===== config.mk =====
export PLATFORM = sky130hd
export DESIGN_NAME = mem_req_arbiter_flat
export DESIGN_NICKNAME = d
export VERILOG_FILES = /design/src/rtl/mem_req_arbiter_pkg.sv /design/src/rtl/mem_req_arbiter_if.sv /design/src/rtl/req_track_fifo.sv /design/src/rtl/mem_req_arbiter.sv /design/src/flat_wrapper.sv
export SDC_FILE = /design/constraint.sdc
export NUM_CORES = 1
export LEC_CHECK = 0
export BUFFER_PORTS_ARGS = -buffer_cell sky130_fd_sc_hd__buf_2
export CAP_MARGIN = 5
export CORE_AREA = 4 4 123 125
export CTS_BUF_LIST = sky130_fd_sc_hd__clkbuf_8 sky130_fd_sc_hd__clkbuf_16
export DETAILED_ROUTE_END_ITERATION = 6
export DIE_AREA = 0 0 127 129
export PLACE_DENSITY = 0.6
export RECOVER_POWER = 25
export SYNTH_ARGS = -nofsm -noshare
export SYNTH_HDL_FRONTEND = slang
export SYNTH_SLANG_ARGS = --single-unit

===== constraint.sdc =====
create_clock -name clk -period 5.3 [get_ports clk]
set_input_delay 0.53 -clock clk [delete_from_list [all_inputs] [get_ports clk]]
set_output_delay 0.53 -clock clk [all_outputs]
set_load 0.02 [all_outputs]

===== src/rtl/mem_req_arbiter_pkg.sv =====
// Shared types for the instruction/data request arbiter: requester IDs,
// grant FSM states, the downstream command bundle and the default depth.
package mem_req_arbiter_pkg;

    typedef enum logic {
        REQ_INST = 1'b0,
        REQ_DATA = 1'b1
    } req_id_e;

    typedef enum logic [1:0] {
        ST_IDLE   = 2'd0,
        ST_LOCK_I = 2'd1,
        ST_LOCK_D = 2'd2
    } grant_st_e;

    localparam int OUTSTANDING_DEF = 4;

    typedef struct packed {
        logic        wr;
        logic [1:0]  size;
        logic [31:0] addr;
        logic [3:0]  wstrb;
        logic [31:0] wdata;
    } mem_cmd_t;

    function automatic grant_st_e lock_state(input req_id_e id);
        return (id == REQ_DATA) ? ST_LOCK_D : ST_LOCK_I;
    endfunction

endpackage


===== src/rtl/mem_req_arbiter_if.sv =====
// Bundle of both requester ports, the shared downstream port and the cancel pulse.
// slave is the arbiter's view; master is the view of whoever drives the requesters/memory.
interface mem_req_arbiter_if;

    logic        inst_sram_req;
    logic        inst_sram_wr;
    logic [1:0]  inst_sram_size;
    logic [31:0] inst_sram_addr;
    logic [3:0]  inst_sram_wstrb;
    logic [31:0] inst_sram_wdata;
    logic        inst_sram_addr_ok;
    logic        inst_sram_data_ok;
    logic [31:0] inst_sram_rdata;

    logic        data_sram_req;
    logic        data_sram_wr;
    logic [1:0]  data_sram_size;
    logic [31:0] data_sram_addr;
    logic [3:0]  data_sram_wstrb;
    logic [31:0] data_sram_wdata;
    logic        data_sram_addr_ok;
    logic        data_sram_data_ok;
    logic [31:0] data_sram_rdata;

    logic        mem_req;
    logic        mem_wr;
    logic [1:0]  mem_size;
    logic [31:0] mem_addr;
    logic [3:0]  mem_wstrb;
    logic [31:0] mem_wdata;
    logic        mem_addr_ok;
    logic        mem_data_ok;
    logic [31:0] mem_rdata;

    logic        inst_cancel;

    modport slave (
        input  inst_sram_req, inst_sram_wr, inst_sram_size, inst_sram_addr,
               inst_sram_wstrb, inst_sram_wdata,
        output inst_sram_addr_ok, inst_sram_data_ok, inst_sram_rdata,
        input  data_sram_req, data_sram_wr, data_sram_size, data_sram_addr,
               data_sram_wstrb, data_sram_wdata,
        output data_sram_addr_ok, data_sram_data_ok, data_sram_rdata,
        output mem_req, mem_wr, mem_size, mem_addr, mem_wstrb, mem_wdata,
        input  mem_addr_ok, mem_data_ok, mem_rdata,
        input  inst_cancel
    );

    modport master (
        output inst_sram_req, inst_sram_wr, inst_sram_size, inst_sram_addr,
               inst_sram_wstrb, inst_sram_wdata,
        input  inst_sram_addr_ok, inst_sram_data_ok, inst_sram_rdata,
        output data_sram_req, data_sram_wr, data_sram_size, data_sram_addr,
               data_sram_wstrb, data_sram_wdata,
        input  data_sram_addr_ok, data_sram_data_ok, data_sram_rdata,
        input  mem_req, mem_wr, mem_size, mem_addr, mem_wstrb, mem_wdata,
        output mem_addr_ok, mem_data_ok, mem_rdata,
        output inst_cancel
    );

endinterface


===== src/rtl/req_track_fifo.sv =====
// In-order tracker of accepted requests: one requester ID and one discard flag
// per entry, so returning responses can be steered (or dropped) in issue order.
module req_track_fifo
    import mem_req_arbiter_pkg::*;
#(
    parameter int DEPTH = OUTSTANDING_DEF
) (
    input  logic    clk,
    input  logic    reset,
    input  logic    i_push,
    input  req_id_e i_push_id,
    input  logic    i_push_discard,
    input  logic    i_pop,
    input  logic    i_flag_inst_discard,
    output req_id_e o_head_id,
    output logic    o_head_discard,
    output logic    o_full,
    output logic    o_empty
);

    localparam int              PTR_W    = $clog2(DEPTH);
    localparam logic [PTR_W:0]  FULL_CNT = (PTR_W + 1)'(DEPTH);
    localparam logic [PTR_W:0]  CNT_ONE  = (PTR_W + 1)'(1);
    localparam logic [PTR_W-1:0] PTR_ONE = PTR_W'(1);

    req_id_e          r_id [DEPTH];
    logic [DEPTH-1:0] r_disc;
    logic [PTR_W-1:0] r_wptr;
    logic [PTR_W-1:0] r_rptr;
    logic [PTR_W:0]   r_cnt;
    logic             w_push;
    logic             w_pop;

    assign o_full         = (r_cnt == FULL_CNT);
    assign o_empty        = (r_cnt == '0);
    // A push into a full FIFO is fine as long as the head leaves in the same cycle.
    assign w_push         = i_push && (!o_full || i_pop);
    assign w_pop          = i_pop && !o_empty;
    assign o_head_id      = r_id[r_rptr];
    assign o_head_discard = r_disc[r_rptr];

    always_ff @(posedge clk) begin
        if (reset) begin
            r_wptr <= '0;
            r_rptr <= '0;
            r_cnt  <= '0;
        end else begin
            if (w_push) r_wptr <= r_wptr + PTR_ONE;
            if (w_pop)  r_rptr <= r_rptr + PTR_ONE;
            case ({w_push, w_pop})
                2'b10:   r_cnt <= r_cnt + CNT_ONE;
                2'b01:   r_cnt <= r_cnt - CNT_ONE;
                default: r_cnt <= r_cnt;
            endcase
        end
    end

    // Stale slots may pick up a discard mark; the push below always rewrites it.
    always_ff @(posedge clk) begin
        if (reset) begin
            r_disc <= '0;
        end else begin
            for (int i = 0; i < DEPTH; i++) begin
                if (i_flag_inst_discard && (r_id[i] == REQ_INST)) r_disc[i] <= 1'b1;
            end
            if (w_push) r_disc[r_wptr] <= i_push_discard;
        end
    end

    always_ff @(posedge clk) begin
        if (w_push) r_id[r_wptr] <= i_push_id;
    end

endmodule


===== src/rtl/mem_req_arbiter.sv =====
// Arbitrates the instruction and data SRAM-like requesters onto one memory port.
// Fixed data-first priority by default; define ARB_RR_EN for round-robin.
module mem_req_arbiter
    import mem_req_arbiter_pkg::*;
#(
    parameter int OUTSTANDING = OUTSTANDING_DEF
) (
    input  logic                clk,
    input  logic                reset,
    mem_req_arbiter_if.slave    bus
);

    grant_st_e r_state;
    req_id_e   w_gid;
    req_id_e   w_head_id;
    logic      w_mem_req;
    logic      w_accept;
    logic      w_pop;
    logic      w_full;
    logic      w_empty;
    logic      w_head_disc;
    mem_cmd_t  w_inst_cmd;
    mem_cmd_t  w_data_cmd;
    mem_cmd_t  w_cmd;
`ifdef ARB_RR_EN
    req_id_e   r_last;
`endif

    assign w_inst_cmd = '{wr: bus.inst_sram_wr, size: bus.inst_sram_size,
                          addr: bus.inst_sram_addr, wstrb: bus.inst_sram_wstrb,
                          wdata: bus.inst_sram_wdata};
    assign w_data_cmd = '{wr: bus.data_sram_wr, size: bus.data_sram_size,
                          addr: bus.data_sram_addr, wstrb: bus.data_sram_wstrb,
                          wdata: bus.data_sram_wdata};

    always_comb begin
        w_gid     = REQ_INST;
        w_mem_req = 1'b0;
        case (r_state)
            ST_LOCK_I: begin
                w_gid     = REQ_INST;
                w_mem_req = bus.inst_sram_req;
            end
            ST_LOCK_D: begin
                w_gid     = REQ_DATA;
                w_mem_req = bus.data_sram_req;
            end
            default: begin
`ifdef ARB_RR_EN
                if (bus.inst_sram_req && bus.data_sram_req)
                    w_gid = (r_last == REQ_INST) ? REQ_DATA : REQ_INST;
                else
                    w_gid = bus.data_sram_req ? REQ_DATA : REQ_INST;
`else
                w_gid = bus.data_sram_req ? REQ_DATA : REQ_INST;
`endif
                w_mem_req = !w_full && (bus.inst_sram_req || bus.data_sram_req);
            end
        endcase
        // No handshake is offered while reset is held.
        if (reset) w_mem_req = 1'b0;
    end

    assign w_cmd    = (w_gid == REQ_DATA) ? w_data_cmd : w_inst_cmd;
    assign w_accept = w_mem_req && bus.mem_addr_ok;

    always_ff @(posedge clk) begin
        if (reset) begin
            r_state <= ST_IDLE;
        end else begin
            case (r_state)
                ST_IDLE:   if (w_mem_req && !bus.mem_addr_ok) r_state <= lock_state(w_gid);
                ST_LOCK_I,
                ST_LOCK_D: if (w_accept) r_state <= ST_IDLE;
                default:   r_state <= ST_IDLE;
            endcase
        end
    end

`ifdef ARB_RR_EN
    always_ff @(posedge clk) begin
        if (reset)         r_last <= REQ_INST;
        else if (w_accept) r_last <= w_gid;
    end
`endif

    assign bus.mem_req   = w_mem_req;
    assign bus.mem_wr    = w_cmd.wr;
    assign bus.mem_size  = w_cmd.size;
    assign bus.mem_addr  = w_cmd.addr;
    assign bus.mem_wstrb = w_cmd.wstrb;
    assign bus.mem_wdata = w_cmd.wdata;

    assign bus.inst_sram_addr_ok = w_accept && (w_gid == REQ_INST);
    assign bus.data_sram_addr_ok = w_accept && (w_gid == REQ_DATA);

    // A response with nothing outstanding is dropped without touching the tracker.
    assign w_pop = bus.mem_data_ok && !w_empty && !reset;

    // A cancel in the pop cycle must also suppress the head's response.
    assign bus.inst_sram_data_ok = w_pop && (w_head_id == REQ_INST) && !w_head_disc &&
                                   !bus.inst_cancel;
    assign bus.data_sram_data_ok = w_pop && (w_head_id == REQ_DATA);
    assign bus.inst_sram_rdata   = bus.mem_rdata;
    assign bus.data_sram_rdata   = bus.mem_rdata;

    req_track_fifo #(
        .DEPTH (OUTSTANDING)
    ) u_track (
        .clk                 (clk),
        .reset               (reset),
        .i_push              (w_accept),
        .i_push_id           (w_gid),
        .i_push_discard      (bus.inst_cancel && (w_gid == REQ_INST)),
        .i_pop               (w_pop),
        .i_flag_inst_discard (bus.inst_cancel),
        .o_head_id           (w_head_id),
        .o_head_discard      (w_head_disc),
        .o_full              (w_full),
        .o_empty             (w_empty)
    );

endmodule


===== src/flat_wrapper.sv =====
// flat-port wrapper written by rule: the top's interface ports become plain ports
module mem_req_arbiter_flat import mem_req_arbiter_pkg::*;
#(
    parameter int OUTSTANDING = OUTSTANDING_DEF
)
  (clk, reset, bus_inst_sram_req, bus_inst_sram_wr, bus_inst_sram_size, bus_inst_sram_addr, bus_inst_sram_wstrb, bus_inst_sram_wdata, bus_inst_sram_addr_ok, bus_inst_sram_data_ok, bus_inst_sram_rdata, bus_data_sram_req, bus_data_sram_wr, bus_data_sram_size, bus_data_sram_addr, bus_data_sram_wstrb, bus_data_sram_wdata, bus_data_sram_addr_ok, bus_data_sram_data_ok, bus_data_sram_rdata, bus_mem_req, bus_mem_wr, bus_mem_size, bus_mem_addr, bus_mem_wstrb, bus_mem_wdata, bus_mem_addr_ok, bus_mem_data_ok, bus_mem_rdata, bus_inst_cancel);
  mem_req_arbiter_if bus_i ();
  input  logic clk;
  input  logic reset;
  input wire logic [$bits(bus_i.inst_sram_req)-1:0] bus_inst_sram_req;
  input wire logic [$bits(bus_i.inst_sram_wr)-1:0] bus_inst_sram_wr;
  input wire logic [$bits(bus_i.inst_sram_size)-1:0] bus_inst_sram_size;
  input wire logic [$bits(bus_i.inst_sram_addr)-1:0] bus_inst_sram_addr;
  input wire logic [$bits(bus_i.inst_sram_wstrb)-1:0] bus_inst_sram_wstrb;
  input wire logic [$bits(bus_i.inst_sram_wdata)-1:0] bus_inst_sram_wdata;
  output wire logic [$bits(bus_i.inst_sram_addr_ok)-1:0] bus_inst_sram_addr_ok;
  output wire logic [$bits(bus_i.inst_sram_data_ok)-1:0] bus_inst_sram_data_ok;
  output wire logic [$bits(bus_i.inst_sram_rdata)-1:0] bus_inst_sram_rdata;
  input wire logic [$bits(bus_i.data_sram_req)-1:0] bus_data_sram_req;
  input wire logic [$bits(bus_i.data_sram_wr)-1:0] bus_data_sram_wr;
  input wire logic [$bits(bus_i.data_sram_size)-1:0] bus_data_sram_size;
  input wire logic [$bits(bus_i.data_sram_addr)-1:0] bus_data_sram_addr;
  input wire logic [$bits(bus_i.data_sram_wstrb)-1:0] bus_data_sram_wstrb;
  input wire logic [$bits(bus_i.data_sram_wdata)-1:0] bus_data_sram_wdata;
  output wire logic [$bits(bus_i.data_sram_addr_ok)-1:0] bus_data_sram_addr_ok;
  output wire logic [$bits(bus_i.data_sram_data_ok)-1:0] bus_data_sram_data_ok;
  output wire logic [$bits(bus_i.data_sram_rdata)-1:0] bus_data_sram_rdata;
  output wire logic [$bits(bus_i.mem_req)-1:0] bus_mem_req;
  output wire logic [$bits(bus_i.mem_wr)-1:0] bus_mem_wr;
  output wire logic [$bits(bus_i.mem_size)-1:0] bus_mem_size;
  output wire logic [$bits(bus_i.mem_addr)-1:0] bus_mem_addr;
  output wire logic [$bits(bus_i.mem_wstrb)-1:0] bus_mem_wstrb;
  output wire logic [$bits(bus_i.mem_wdata)-1:0] bus_mem_wdata;
  input wire logic [$bits(bus_i.mem_addr_ok)-1:0] bus_mem_addr_ok;
  input wire logic [$bits(bus_i.mem_data_ok)-1:0] bus_mem_data_ok;
  input wire logic [$bits(bus_i.mem_rdata)-1:0] bus_mem_rdata;
  input wire logic [$bits(bus_i.inst_cancel)-1:0] bus_inst_cancel;
  assign bus_i.inst_sram_req = bus_inst_sram_req;
  assign bus_i.inst_sram_wr = bus_inst_sram_wr;
  assign bus_i.inst_sram_size = bus_inst_sram_size;
  assign bus_i.inst_sram_addr = bus_inst_sram_addr;
  assign bus_i.inst_sram_wstrb = bus_inst_sram_wstrb;
  assign bus_i.inst_sram_wdata = bus_inst_sram_wdata;
  assign bus_inst_sram_addr_ok = bus_i.inst_sram_addr_ok;
  assign bus_inst_sram_data_ok = bus_i.inst_sram_data_ok;
  assign bus_inst_sram_rdata = bus_i.inst_sram_rdata;
  assign bus_i.data_sram_req = bus_data_sram_req;
  assign bus_i.data_sram_wr = bus_data_sram_wr;
  assign bus_i.data_sram_size = bus_data_sram_size;
  assign bus_i.data_sram_addr = bus_data_sram_addr;
  assign bus_i.data_sram_wstrb = bus_data_sram_wstrb;
  assign bus_i.data_sram_wdata = bus_data_sram_wdata;
  assign bus_data_sram_addr_ok = bus_i.data_sram_addr_ok;
  assign bus_data_sram_data_ok = bus_i.data_sram_data_ok;
  assign bus_data_sram_rdata = bus_i.data_sram_rdata;
  assign bus_mem_req = bus_i.mem_req;
  assign bus_mem_wr = bus_i.mem_wr;
  assign bus_mem_size = bus_i.mem_size;
  assign bus_mem_addr = bus_i.mem_addr;
  assign bus_mem_wstrb = bus_i.mem_wstrb;
  assign bus_mem_wdata = bus_i.mem_wdata;
  assign bus_i.mem_addr_ok = bus_mem_addr_ok;
  assign bus_i.mem_data_ok = bus_mem_data_ok;
  assign bus_i.mem_rdata = bus_mem_rdata;
  assign bus_i.inst_cancel = bus_inst_cancel;
  mem_req_arbiter #(.OUTSTANDING(OUTSTANDING)) u_core (.clk(clk), .reset(reset), .bus(bus_i));
endmodule

Yosys cells after proc, flatten, opt, wreduce, memory -nomap -nowiden
Memories as Yosys holds them, arrays and structs flattened. A register that Yosys moved wholly into a read port is not among the register bits.
Index checks and enable logic that the tools add are counted.

word-level totals
  register bits = 13
  RAM bits = 4
  input port bits = 181
  output and inout bits = 140
  word-level logic and storage cells = 86
  memories kept = 1

memory list
  memory               depth  width  read ports  clocked after memory_dff  wr ports  RTL line              RTL
  u_core.u_track.r_id  4      1      5           1                         1         req_track_fifo.sv:26  req_id_e r_id [DEPTH];

operators by class
  $add $sub $neg = 4
  magnitude comparators = 3
  equality and inequality tests = 7
  muxes and demuxes = 28
  bitwise gates (word level) = 6
  reductions and logical operators = 32

operators by type and width
  cell                                                                number
  2-to-1 mux 71 bit                                                   1
  logical AND 1 bit                                                   19
  2-to-1 mux 1 bit                                                    14
  2-to-1 mux 2 bit                                                    5
  zero test 1 bit                                                     6
  < comparator 2 x 3 -> 1 bit (second input constant)                 2
  inverter 1 bit                                                      6
  case mux 3 bit (2 select lines)                                     1
  adder 2 x 1 -> 2 bit (second input constant)                        2
  bitwise mux 4 bit                                                   1
  == test 2 x 1 -> 1 bit (second input constant)                      2
  == test 2 bit (second input constant)                               2
  2-to-1 mux 4 bit                                                    1
  case mux 1 bit (2 select lines)                                     2
  case mux 2 bit (2 select lines)                                     1
  adder 3 x 1 -> 3 bit (second input constant)                        1
  == test 3 bit (second input constant)                               1
  zero test 3 bit                                                     1
  subtractor 3 x 1 -> 3 bit (second input constant)                   1
  binary-select mux 1 bit (select 2 bit)                              1
  demux 1 bit (select 2 bit)                                          1
  greater-or-equal comparator 2 x 1 -> 1 bit (second input constant)  1
  zero test 2 bit                                                     1
  logical OR 1 bit                                                    2
  5 further kinds                                                     5

Logic depth before layout (Yosys ltp)
Gate-level depths: netlist of the first run.

  depth in word-level cells = 9
  depth in mapped cells = 12
  mapped depth without buffers = 12

Hierarchy
A second synthesis of the first run with hierarchy kept.

unflattened totals
  cells, all modules = 252
  area, all modules = 2573.7 um^2

modules (own cells, without submodules)
  module           instances  cells an instance  area each (um^2)  seq. area each (um^2)
  mem_req_arbiter  1          173                1722.9            40.0
  req_track_fifo   1          79                 850.8             380.4

Worst setup path after synthesis of the first run
No wires, ideal clock.

  path kind = register to register
  from = reg u_core.r_state[0]
  to = reg u_core.u_track.r_cnt[2]
  setup time = 0.071 ns
  arrival = 2.388 ns
  required time = 5.229 ns
  slack = 2.842 ns
  stages on the path, launching flop included = 13
  buffers on the path = 0
  period minus slack after synthesis = 2.458 ns
  cell sequence = dfxtp_1 > inv_1 > ha_1 > o21bai_4 > a21oi_2 > and2_2 > inv_1 > ha_1 > inv_1 > fa_1 > xor2_1 > or3_1 > a21oi_1

on the way
  cells in the longest elaborated chain, start to end = 7
  elaborated cells on any way between the ends = 10
  classes of those cells = eq/ne (4); mux (3); reduce/logical (3)

RTL lines
  element                                                                RTL line               RTL
  start, declared                                                        mem_req_arbiter.sv:13  grant_st_e r_state;
  start signal, assigned                                                 mem_req_arbiter.sv:72  ST_IDLE: if (w_mem_req && !bus.mem_addr_ok) r_state <= lock_state(w_gid);
  == test 2 bit or == test 2 x 1 -> 1 bit (tied branches)                mem_req_arbiter.sv:39  case (r_state)
  case mux 1 bit (2 select lines) (*)                                    mem_req_arbiter.sv:39
  2-to-1 mux 1 bit (*)                                                   mem_req_arbiter.sv:61  if (reset) w_mem_req = 1'b0;
  logical AND 1 bit (*)                                                  mem_req_arbiter.sv:65  assign w_accept = w_mem_req && bus.mem_addr_ok;
  logical AND 1 bit (*)                                                  req_track_fifo.sv:37   assign w_push = i_push && (!o_full || i_pop);
  == test 2 x 1 -> 1 bit or == test 2 bit (tied branches)                req_track_fifo.sv:50   case ({w_push, w_pop})
  case mux 3 bit (2 select lines) or nonzero test 2 bit (tied branches)  n/a
  end signal, assigned                                                   req_track_fifo.sv:51   2'b10: r_cnt <= r_cnt + CNT_ONE;
  end signal, assigned                                                   req_track_fifo.sv:52   2'b01: r_cnt <= r_cnt - CNT_ONE;
  end signal, assigned                                                   req_track_fifo.sv:53   default: r_cnt <= r_cnt;
  end, declared                                                          req_track_fifo.sv:30   logic [PTR_W:0] r_cnt;

Every way passes the cells marked *; elsewhere a longest branch is shown, timed or not.
A chain may end at the register's enable or synchronous reset.

Worst setup path in the final report of the first run
  from = reg u_core.r_state[0]
  to = out bus_mem_addr[5]

on the way
  cells in the longest elaborated chain, start to end = 3
  elaborated cells on any way between the ends = 4
  classes of those cells = eq/ne (2); mux (2)

RTL lines
  element                                                  RTL line               RTL
  == test 2 bit or == test 2 x 1 -> 1 bit (tied branches)  mem_req_arbiter.sv:39
  case mux 1 bit (2 select lines) (*)                      mem_req_arbiter.sv:39
  2-to-1 mux 71 bit (*)                                    mem_req_arbiter.sv:64  assign w_cmd = (w_gid == REQ_DATA) ? w_data_cmd : w_inst_cmd;
  end, declared                                            flat_wrapper.sv:31     output wire logic [$bits(bus_i.mem_addr)-1:0] bus_mem_addr;

Marked as above.

==> run summary, run 1 <==
Input and output buffers added on the ports amount to 224. The congestion estimate from routability-driven global placement came to 0.801. Summing over every cut layer, the via total after detailed routing is 2910.

The H-tree depth came out at 1. Global routing used 10.8% of the available tracks across all layers. The clock net in this run drives a total of 19 sinks.

The async set or reset register ratio after synthesis was 0%. The first global-routing pass estimated 14.3 mm of wire. When the netlist entered floorplanning its net count stood at 595. The number of gates resized after CTS was 0.

For the post-synthesis cell count, the log shows 405. Clock period minus final worst setup slack: 3040 ps. The min-delay analysis places its worst path in the category reg2reg. In the routed layout, each cell is associated on average with a via count of 3.97. Counting the buffers created by CTS gives 3. Root buffer selected by CTS: sky130_fd_sc_hd__clkbuf_16. Distinct cell type count after synthesis: 36.

In the final layout, the share of cells above drive strength 1 is 45.2%. The floorplan has 43 rows. Once placement completed, the tool counted placed cells totaling 729. The area growth from synthesis to layout is 34.5%. Worst slew margin relative to its limit: 49.1%.

The average footprint of a synthesized cell was 6.20 µm². The filler cells instantiated in the layout total 1561. The first-pass iteration count of the detailed router is 4, and the sum of negative setup slack is 0 ps. Average detailed-routed wire length per instance: 13.9 µm. Sequential elements use 16.7% of the synthesized area. Setup repair after global routing left no endpoint under its margin. From bottom edge to top edge, the die measures 129 µm.

The floorplan step defined a die boundary enclosing 0.0164 mm². Dividing total power by cell area gives a power density of 444 mW/mm². The longest individual stage delay on the worst path is 600 ps. The largest area contributor in the netlist was sky130_fd_sc_hd__nand2_1. The signal on the critical path passes through inv_1, ha_1, mux2i_4, inv_2, buf_4, nand2_1, nand2_1, buf_2.

The area of the core was 0.0139 mm². The clock latency on the worst-skew pair came out at 250 ps. The initial antenna violation count is 0, and the number of synthesized flops with an enable pin is 4. Grouping stages by cell kind, the critical path spends the most delay in buffers and inverters. The number of buffers added to fix hold violations after cts is 0, and the buffer and inverter count on the worst path is 4. The biggest fanout along the worst timing path is 74, and the data required time of the critical path is 4770 ps. The tools report the maximum clock rate as 329 MHz. Entering global routing, the biggest net connects 75 pins. The die is 127 µm wide. Clock-pin slew was measured on the worst setup and hold paths at 60 ps.

Number of hold-slack violations in the final timing report: 0. The clock passes through at most 2 buffers. The worst setup path is launched from a flip-flop. The detailed router finished its first iteration with 136 violations. Dividing the final minimum period by the clock period gives 57.4%.

Once the clock tree was built, the setup fixing pass inserted 0 buffers. Setup violations remaining at the end of the flow were counted as 0. Among all stages on the critical path, the largest delay is contributed by sky130_fd_sc_hd__buf_4. Summed over all cells, the static leakage comes to 2.01 nW. The fraction of post-synthesis cell area in the top cell type by area is 32.0%. At the pin with the least slew margin, the transition time is 764 ps.

The flow ran to the end, and the final reports show no timing, DRC or antenna violations. After global routing the overflow that remains totals 0. The final antenna-violating net count came out at 0.

The most common cell type on the critical path is sky130_fd_sc_hd__nand2_1. Once detailed placement completed, the half-perimeter wirelength came to 8.45 mm. After synthesis the cells add up to 0.00251 mm². Between clock sinks in the finished design, the worst skew comes to 1.19 ps. In the synthesized netlist the dominant register cell turns out to be sky130_fd_sc_hd__dfxtp_1. The run gives 18.1% as the starting density of the core. By area the synthesized netlist is led by sky130_fd_sc_hd__nand2_1 32%, sky130_fd_sc_hd__buf_4 21%, sky130_fd_sc_hd__dfxtp_1 12%, sky130_fd_sc_hd__edfxtp_1 4.8%, sky130_fd_sc_hd__ha_1 4.0%. IR analysis of the VDD net gives a maximum drop of 0.236 mV. STA classifies the critical path endpoint as an output port. The tools report the number of global-route vias before repair as 2668. Most common cell in the synthesized netlist: sky130_fd_sc_hd__nand2_1. TritonCTS built the clock tree. For the post-detailed-route DRC marker count, the log shows 0. Synthesis inferred 19 register bits. Across the run, the number of max-cap violations was 0. Data arrives at the worst endpoint at 2510 ps. The logs give 0 for the number of pins exceeding their max-slew limit in the final report and 733 for the final cell count without fillers. For this design the top-level I/O count stands at 321. The worst setup path is of the reg2out kind.

Yosys printed 0 warnings. The number of antenna diodes was 0. The final layout contains routed wiring with a total length of 10.2 mm. The commonest cells after synthesis are 214 x sky130_fd_sc_hd__nand2_1, 71 x sky130_fd_sc_hd__buf_4, 15 x sky130_fd_sc_hd__dfxtp_1, 13 x sky130_fd_sc_hd__inv_1, 13 x sky130_fd_sc_hd__nor2_1. The net count of the finished layout is 744.
-- where the power goes --
part / internal (W) / total [W] / switching, W
clock: 0.000101 / 0.000156 / 0.0000549
sequential: 0.000182 / 0.000207 / 0.0000242
combinational: 0.000384 / 0.00114 / 0.000753
total: 0.000668 / 0.00150 / 0.000832
-- placed cells by master, fill, tap and decap left out, types with 3 or more instances in the layout --
cell | Yosys | layout
sky130_fd_sc_hd__buf_2 | 10 | 224
sky130_fd_sc_hd__mux2_4 | 4 | 4
sky130_fd_sc_hd__a21oi_1 | 7 | 7
sky130_fd_sc_hd__nand2_1 | 214 | 214
sky130_fd_sc_hd__clkbuf_16 | 0 | 3
sky130_fd_sc_hd__o21ai_0 | 3 | 3
sky130_fd_sc_hd__dfxtp_1 | 15 | 15
sky130_fd_sc_hd__nor3_1 | 4 | 4
sky130_fd_sc_hd__ha_1 | 8 | 8
sky130_fd_sc_hd__nor2_1 | 13 | 13
sky130_fd_sc_hd__inv_1 | 13 | 12
sky130_fd_sc_hd__xor2_1 | 4 | 4
sky130_fd_sc_hd__nand2b_1 | 3 | 3
sky130_fd_sc_hd__nand3_1 | 3 | 3
sky130_fd_sc_hd__edfxtp_1 | 4 | 4
sky130_fd_sc_hd__and3_4 | 4 | 4
-- metal layers --
metal | GRT usage [%] | vias up | share of wire [%]
li1 | - | 1482 | -
met1 | 13.6 | 1235 | 39
met2 | 17.9 | 185 | 48
met3 | 4.52 | 8 | 12
met4 | 1.32 | 0 | 0.51
met5 | 0 | - | 0
-- tightest hold or removal path, stage by stage (launching register included) --
cell and delay [ps]:
sky130_fd_sc_hd__dfxtp_1 330, sky130_fd_sc_hd__nand2b_1 80, sky130_fd_sc_hd__o21ai_0 80
-- cell families after synthesis --
group | after synthesis | share of synthesized area [%]
buffers and inverters | 95 | 25.3
adders and majority gates | 9 | 4.79
muxes | 9 | 5.48
AOI/OAI and AO/OA | 18 | 5.33
xor gates and xnor gates | 4 | 1.40
and+or+nand+nor | 251 | 40.9
DFF | 19 | 16.8
-- worst paths after layout --
path	start	to	slack, ps	cells past startpoint
setup / recovery	u_core.r_state[0]$_SDFFE_PP0P_	bus_mem_addr[5]	2260	8
hold / removal	u_core.u_track.r_wptr[0]$_SDFFE_PP0P_	u_core.u_track.r_wptr[0]$_SDFFE_PP0P_	550	2
setup reg to reg	u_core.r_state[0]$_SDFFE_PP0P_	u_core.u_track.r_cnt[2]$_SDFFE_PP0P_	2570	12
hold reg to reg	u_core.u_track.r_wptr[0]$_SDFFE_PP0P_	u_core.u_track.r_wptr[0]$_SDFFE_PP0P_	550	2
-- final cells by class --
cell class / instances / area (µm²) / area share (%)
Multi-Input combinational cell: 291 / 1470 / 43.4
Timing Repair Buffer: 226 / 1140 / 33.6
Sequential cell: 19 / 420 / 12.4
Tap cell: 180 / 225 / 6.67
Clock buffer: 3 / 75.1 / 2.22
Inverter: 13 / 48.8 / 1.44
Clock inverter: 1 / 5.00 / 0.148
-- through the flow --
step	cell area (µm²)	hold WS, ps	util [%]	total power, W	worst slack (ps)
2_1_floorplan	2510	483	-	0.00107	2840
3_3_place_gp	3300	521	23.8	0.00136	2540
3_5_place_dp	3300	538	23.8	0.00136	2500
4_1_cts	3380	551	24.3	0.00152	2230
5_1_grt	3380	585	24.3	0.00163	2050
6_report	3380	549	24.3	0.00150	2260
(Power assumes the default switching activity.)
==> run 2: changes to the inputs <==
ABC_AREA = 1   (was unset)
CORE_AREA = 4 4 124 126   (was 4 4 123 125)
DIE_AREA = 0 0 128 130   (was 0 0 127 129)
clock period = 2.9 ns   (was 5.3 ns; I/O delays follow)
==> run 2 against run 1 <==
  * Global-route usage is 1.1 points higher
  * Synthesized cell count up 12%
  * Register-to-register slack got worse by 2200 ps
  * Clock skew grew 1.5 ps
  * Count of clock-buffer cells in the layout stayed put
  * Critical endpoint is now u_core.u_track.r_cnt[2]$_SDFFE_PP0P_
  * Largest cell class unchanged
==> run summary, run 2 <==
The number of buffers inserted by post-CTS setup repair is 0 (unchanged), and the number of pins exceeding their max-slew limit in the final report is 0 (unchanged). The layout overhead on the synthesized area is 36.2% (was 34.5%). The most common cell in the synthesized netlist is sky130_fd_sc_hd__nand2_1 (unchanged).

The final cell utilization of the core is 24.3% (about the same). The instance area after placement was 0.00340 mm² (was 0.00330 mm²); the buffer and inverter count on the worst path was 2 (was 4). For the DRC marker count from the first detailed-route iteration, the log shows 174 (was 136). The commonest non-fill, non-tap cell in the layout was sky130_fd_sc_hd__nand2_1 (was sky130_fd_sc_hd__buf_2). For the post-synthesis cell count, the log shows 453 (was 405). The final-report setup violation count was 0 (unchanged). For this run, the top clock speed supported by timing is 398 MHz. The total power divided by cell area is 1010 mW/mm² (was 444 mW/mm²). The tools report the launch instance of the worst register-to-register path as u_core.r_state[0]$_SDFFE_PP0P_ (unchanged). Synthesized net count: 643 (was 595). The H-tree depth was 1 (unchanged); the biggest fanout along the worst timing path was 13 (was 74). The die outline height was 130 µm (was 129 µm). For the number of placed I/O pins, the log shows 321 (unchanged). The launching instance or port of the critical path is u_core.r_state[0]$_SDFFE_PP0P_ (unchanged).

The final antenna-violating net count was 0 (unchanged); the maximum number of pins on one net before global-route repair was 46 (was 75). TritonCTS built the clock tree. The setup clock skew after layout is 2.73 ps (was 1.19 ps). The number of synthesized flops with an enable pin came out at 4 (unchanged). Number of hold-slack violations in the final timing report: 0 (unchanged). The run gives 44 (was 43) as the row count. The root buffer selected by CTS was sky130_fd_sc_hd__clkbuf_16 (unchanged). The number of buffers created by CTS came out at 3 (unchanged).

The run finished with clean final reports. The starting density of the core is 17.8% (was 18.1%), and the fill cell total of the finished layout is 1604 (was 1561). Static leakage power: 2.13 nW (was 2.01 nW). The tools report the capture point of the critical path as u_core.u_track.r_cnt[2]$_SDFFE_PP0P_ (was bus_mem_addr[5]). The clock period minus final worst setup slack is 2510 ps. The flip-flop and latch count after synthesis is 19 (unchanged).

The arrival time at the worst endpoint is 2650 ps (was 2510 ps). The tools report the kind of end point of the critical path as a flip-flop (was an output port). Worst slew margin relative to its limit: 75.6% (was 49.1%). The run gives 250 ps (about the same) as the clock latency on the worst-skew pair. The cell type group with the largest total delay on the critical path was adder cells (was buffers and inverters).

Critical-path cell list: inv_1, ha_1, nor2_1, a21oi_2, nand2_2, nor2_8, nand3_4, ha_1, inv_1, fa_1, a21oi_1, o21ai_0, o21ai_0, a21oi_1 (was inv_1, ha_1, mux2i_4, inv_2, buf_4, nand2_1, nand2_1, buf_2). For the initial antenna violation count, the log shows 0 (unchanged). The chip width works out to 128 µm (was 127 µm). Leading cell types in the layout, fill and taps excluded: 250 x sky130_fd_sc_hd__nand2_1, 224 x sky130_fd_sc_hd__buf_2, 24 x sky130_fd_sc_hd__inv_1 (was 224 x sky130_fd_sc_hd__buf_2, 214 x sky130_fd_sc_hd__nand2_1, 15 x sky130_fd_sc_hd__dfxtp_1). The run gives 11.9% (was 10.8%) as the combined global-route utilization of all metal layers.

The fraction of post-synthesis cell area in the top cell type by area was 36.9% (was 32.0%). The kind of critical path is reg2reg (was reg2out). The post-detailed-route DRC marker count was 0 (unchanged). The tools report the last weighted congestion value of the routability-driven placer as 0.871 (was 0.801). The longest individual stage delay on the worst path is 380 ps (was 600 ps), and the vias per cell is 3.99 (was 3.97). The average detailed-routed wire length per instance is 14.5 µm (was 13.9 µm), and the maximum count of clock buffers along a single path is 2 (unchanged).

The logs give 15.6 mm (was 14.3 mm) for the wire length of the first global-routing pass and 0.0143 mm² (was 0.0139 mm²) for the area of the core. The tools report the total congestion overflow as 0 (unchanged). The worst hold-check path type is in2reg (was reg2reg). The number of max-capacitance violations reported was 0 (unchanged); the ratio of final minimum period to clock period was 86.7%.

The run gives 0 (unchanged) as the number of buffers added to fix hold violations after cts. For the area of the die, the log shows 0.0166 mm² (was 0.0164 mm²). The number of nets in the layout is 794 (was 744), and the count of cells along the worst register-to-register path is 14 (was 12). The most common flop cell mapped by yosys was sky130_fd_sc_hd__dfxtp_1 (unchanged). Commonest cells in the synthesized netlist: 251 x sky130_fd_sc_hd__nand2_1, 65 x sky130_fd_sc_hd__buf_4, 24 x sky130_fd_sc_hd__inv_1, 15 x sky130_fd_sc_hd__dfxtp_1 (was 214 x sky130_fd_sc_hd__nand2_1, 71 x sky130_fd_sc_hd__buf_4, 15 x sky130_fd_sc_hd__dfxtp_1, 13 x sky130_fd_sc_hd__inv_1, 13 x sky130_fd_sc_hd__nor2_1).

The post-synthesis sequential area ratio was 16.5% (was 16.7%); the count of synthesis-stage warnings from yosys was 0 (unchanged). For the clock net sink count, the log shows 19 (unchanged). The tools report the endpoint of the lowest-slack register-to-register path as u_core.u_track.r_cnt[2]$_SDFFE_PP0P_ (unchanged). Number of I/O port buffers: 224 (unchanged). Setup repair after global routing left no endpoint under its margin. For the final wirelength, the log shows 11.4 mm (was 10.2 mm). The data required time of the critical path came out at 3040 ps (was 4770 ps). Async set or reset register ratio after synthesis: 0% (unchanged).

For the number of global-route vias before repair, the log shows 2713 (was 2668). The total via count in the routed design is 3143 (was 2910). The total stage count of the critical path works out to 14 (was 8). The average footprint of a synthesized cell is 5.64 µm² (was 6.20 µm²), and the distinct cell type count after synthesis is 31 (was 36). The standard cell with the maximum stage delay on the critical path was sky130_fd_sc_hd__fa_1 (was sky130_fd_sc_hd__buf_4). Ranking of synthesized cells by area: sky130_fd_sc_hd__nand2_1 37%, sky130_fd_sc_hd__buf_4 19%, sky130_fd_sc_hd__dfxtp_1 12%, sky130_fd_sc_hd__edfxtp_1 4.7%, sky130_fd_sc_hd__ha_1 3.9% (was sky130_fd_sc_hd__nand2_1 32%, sky130_fd_sc_hd__buf_4 21%, sky130_fd_sc_hd__dfxtp_1 12%, sky130_fd_sc_hd__edfxtp_1 4.8%, sky130_fd_sc_hd__ha_1 4.0%).

The worst ir drop on vdd came out at 0.438 mV (was 0.236 mV). The minimum setup slack among reg-to-reg paths is 390 ps (was 2570 ps). Largest area contributor in the netlist: sky130_fd_sc_hd__nand2_1 (unchanged). Beginning of the worst hold path: reset (was u_core.u_track.r_wptr[0]$_SDFFE_PP0P_).

The fraction of layout cells with a size suffix above 1 is 42.0% (was 45.2%). Type of origin of the critical path: a flip-flop (unchanged). The actual slew at the worst max-slew pin was 366 ps (was 764 ps); the number of antenna diodes was 0 (unchanged). The sum of negative setup slack was 0 ps (unchanged). The tools report the post-CTS resize count as 0 (unchanged). The clock slew at the register clock pins of the worst setup and hold paths came out at 50 ps (was 60 ps). For the first-pass iteration count of the detailed router, the log shows 4 (unchanged). The cell area after synthesis was 0.00255 mm² (was 0.00251 mm²). The tools report the design area as 0.00348 mm² (was 0.00338 mm²).

The estimated wirelength of the detail-placed design came out at 9.73 mm (was 8.45 mm).
==> run 2: cell count changes in the layout (fill, tap and decap cells not counted), sizes merged, moves of 4 or more <==
cell,before,now
and3,4,0
inv,13,29
nor2,13,21
nand4,0,5
mux2,6,0
o21ai,3,8
a21oi,8,15
nand2,214,252
==> run 2: logic make-up (layout without fill, tap and decap cells) <==
kind of cell    count (synthesis)  in the layout  share of synthesized area [%]
compound gates                 29             29                           6.57
xor+xnor                        1              1                          0.343
fa+ha+maj                       9              9                           4.70
buf+inv                       111            261                           26.9
flops                          19             19                           16.5
simple gates                  284            284                           45.1
==> run 2: layout make-up <==
type                       instances  area (µm²)  area share [%]
multi-input combinational        323        1450            41.7
tap                              184         230            6.62
timing repair buffer             228        1190            34.2
clock buffer                       3        75.1            2.16
sequential                        19         420            12.1
inverter                          29         109            3.13
clock inverter                     1        5.00           0.144
==> run 2: worst min path at each step <==
stage,slack [ps],endpoint,depth (start not counted)
floorplan,480,u_core.u_track.r_cnt[0]$_SDFFE_PP0P_,1
global placement,490,u_core.u_track.r_cnt[0]$_SDFFE_PP0P_,1
detailed placement,510,u_core.u_track.r_cnt[0]$_SDFFE_PP0P_,1
CTS,380,u_core.u_track.r_disc[2]$_SDFF_PP0_,2
global route,410,u_core.u_track.r_disc[0]$_SDFF_PP0_,2
finish,390,u_core.u_track.r_disc[2]$_SDFF_PP0_,2
==> run 2: metal layers <==
| metal | global-route usage [%] | routed length [µm] |
|---|---|---|
| met1 | 14.7 | 4390 |
| met4 | 1.75 | 87 |
| met5 | 0 | 0 |
| met2 | 19.6 | 5370 |
| met3 | 5.44 | 1570 |
==> run 2: power by group <==
group	leakage, nW	switching, W	internal [W]	total [W]
logic	1.93	0.00195	0.000882	0.00284
clock network	0.0409	0.0000981	0.000185	0.000283
registers	0.160	0.0000421	0.000338	0.000380
==> run 2: through the flow <==
step	setup WS, ps	total power, W	hold slack (ps)	instances
2_1_floorplan	529	0.00235	475	453
3_3_place_gp	447	0.00327	491	783
5_1_grt	197	0.00381	408	787
3_5_place_dp	407	0.00327	508	783
6_report	385	0.00350	391	787
4_1_cts	392	0.00357	380	787
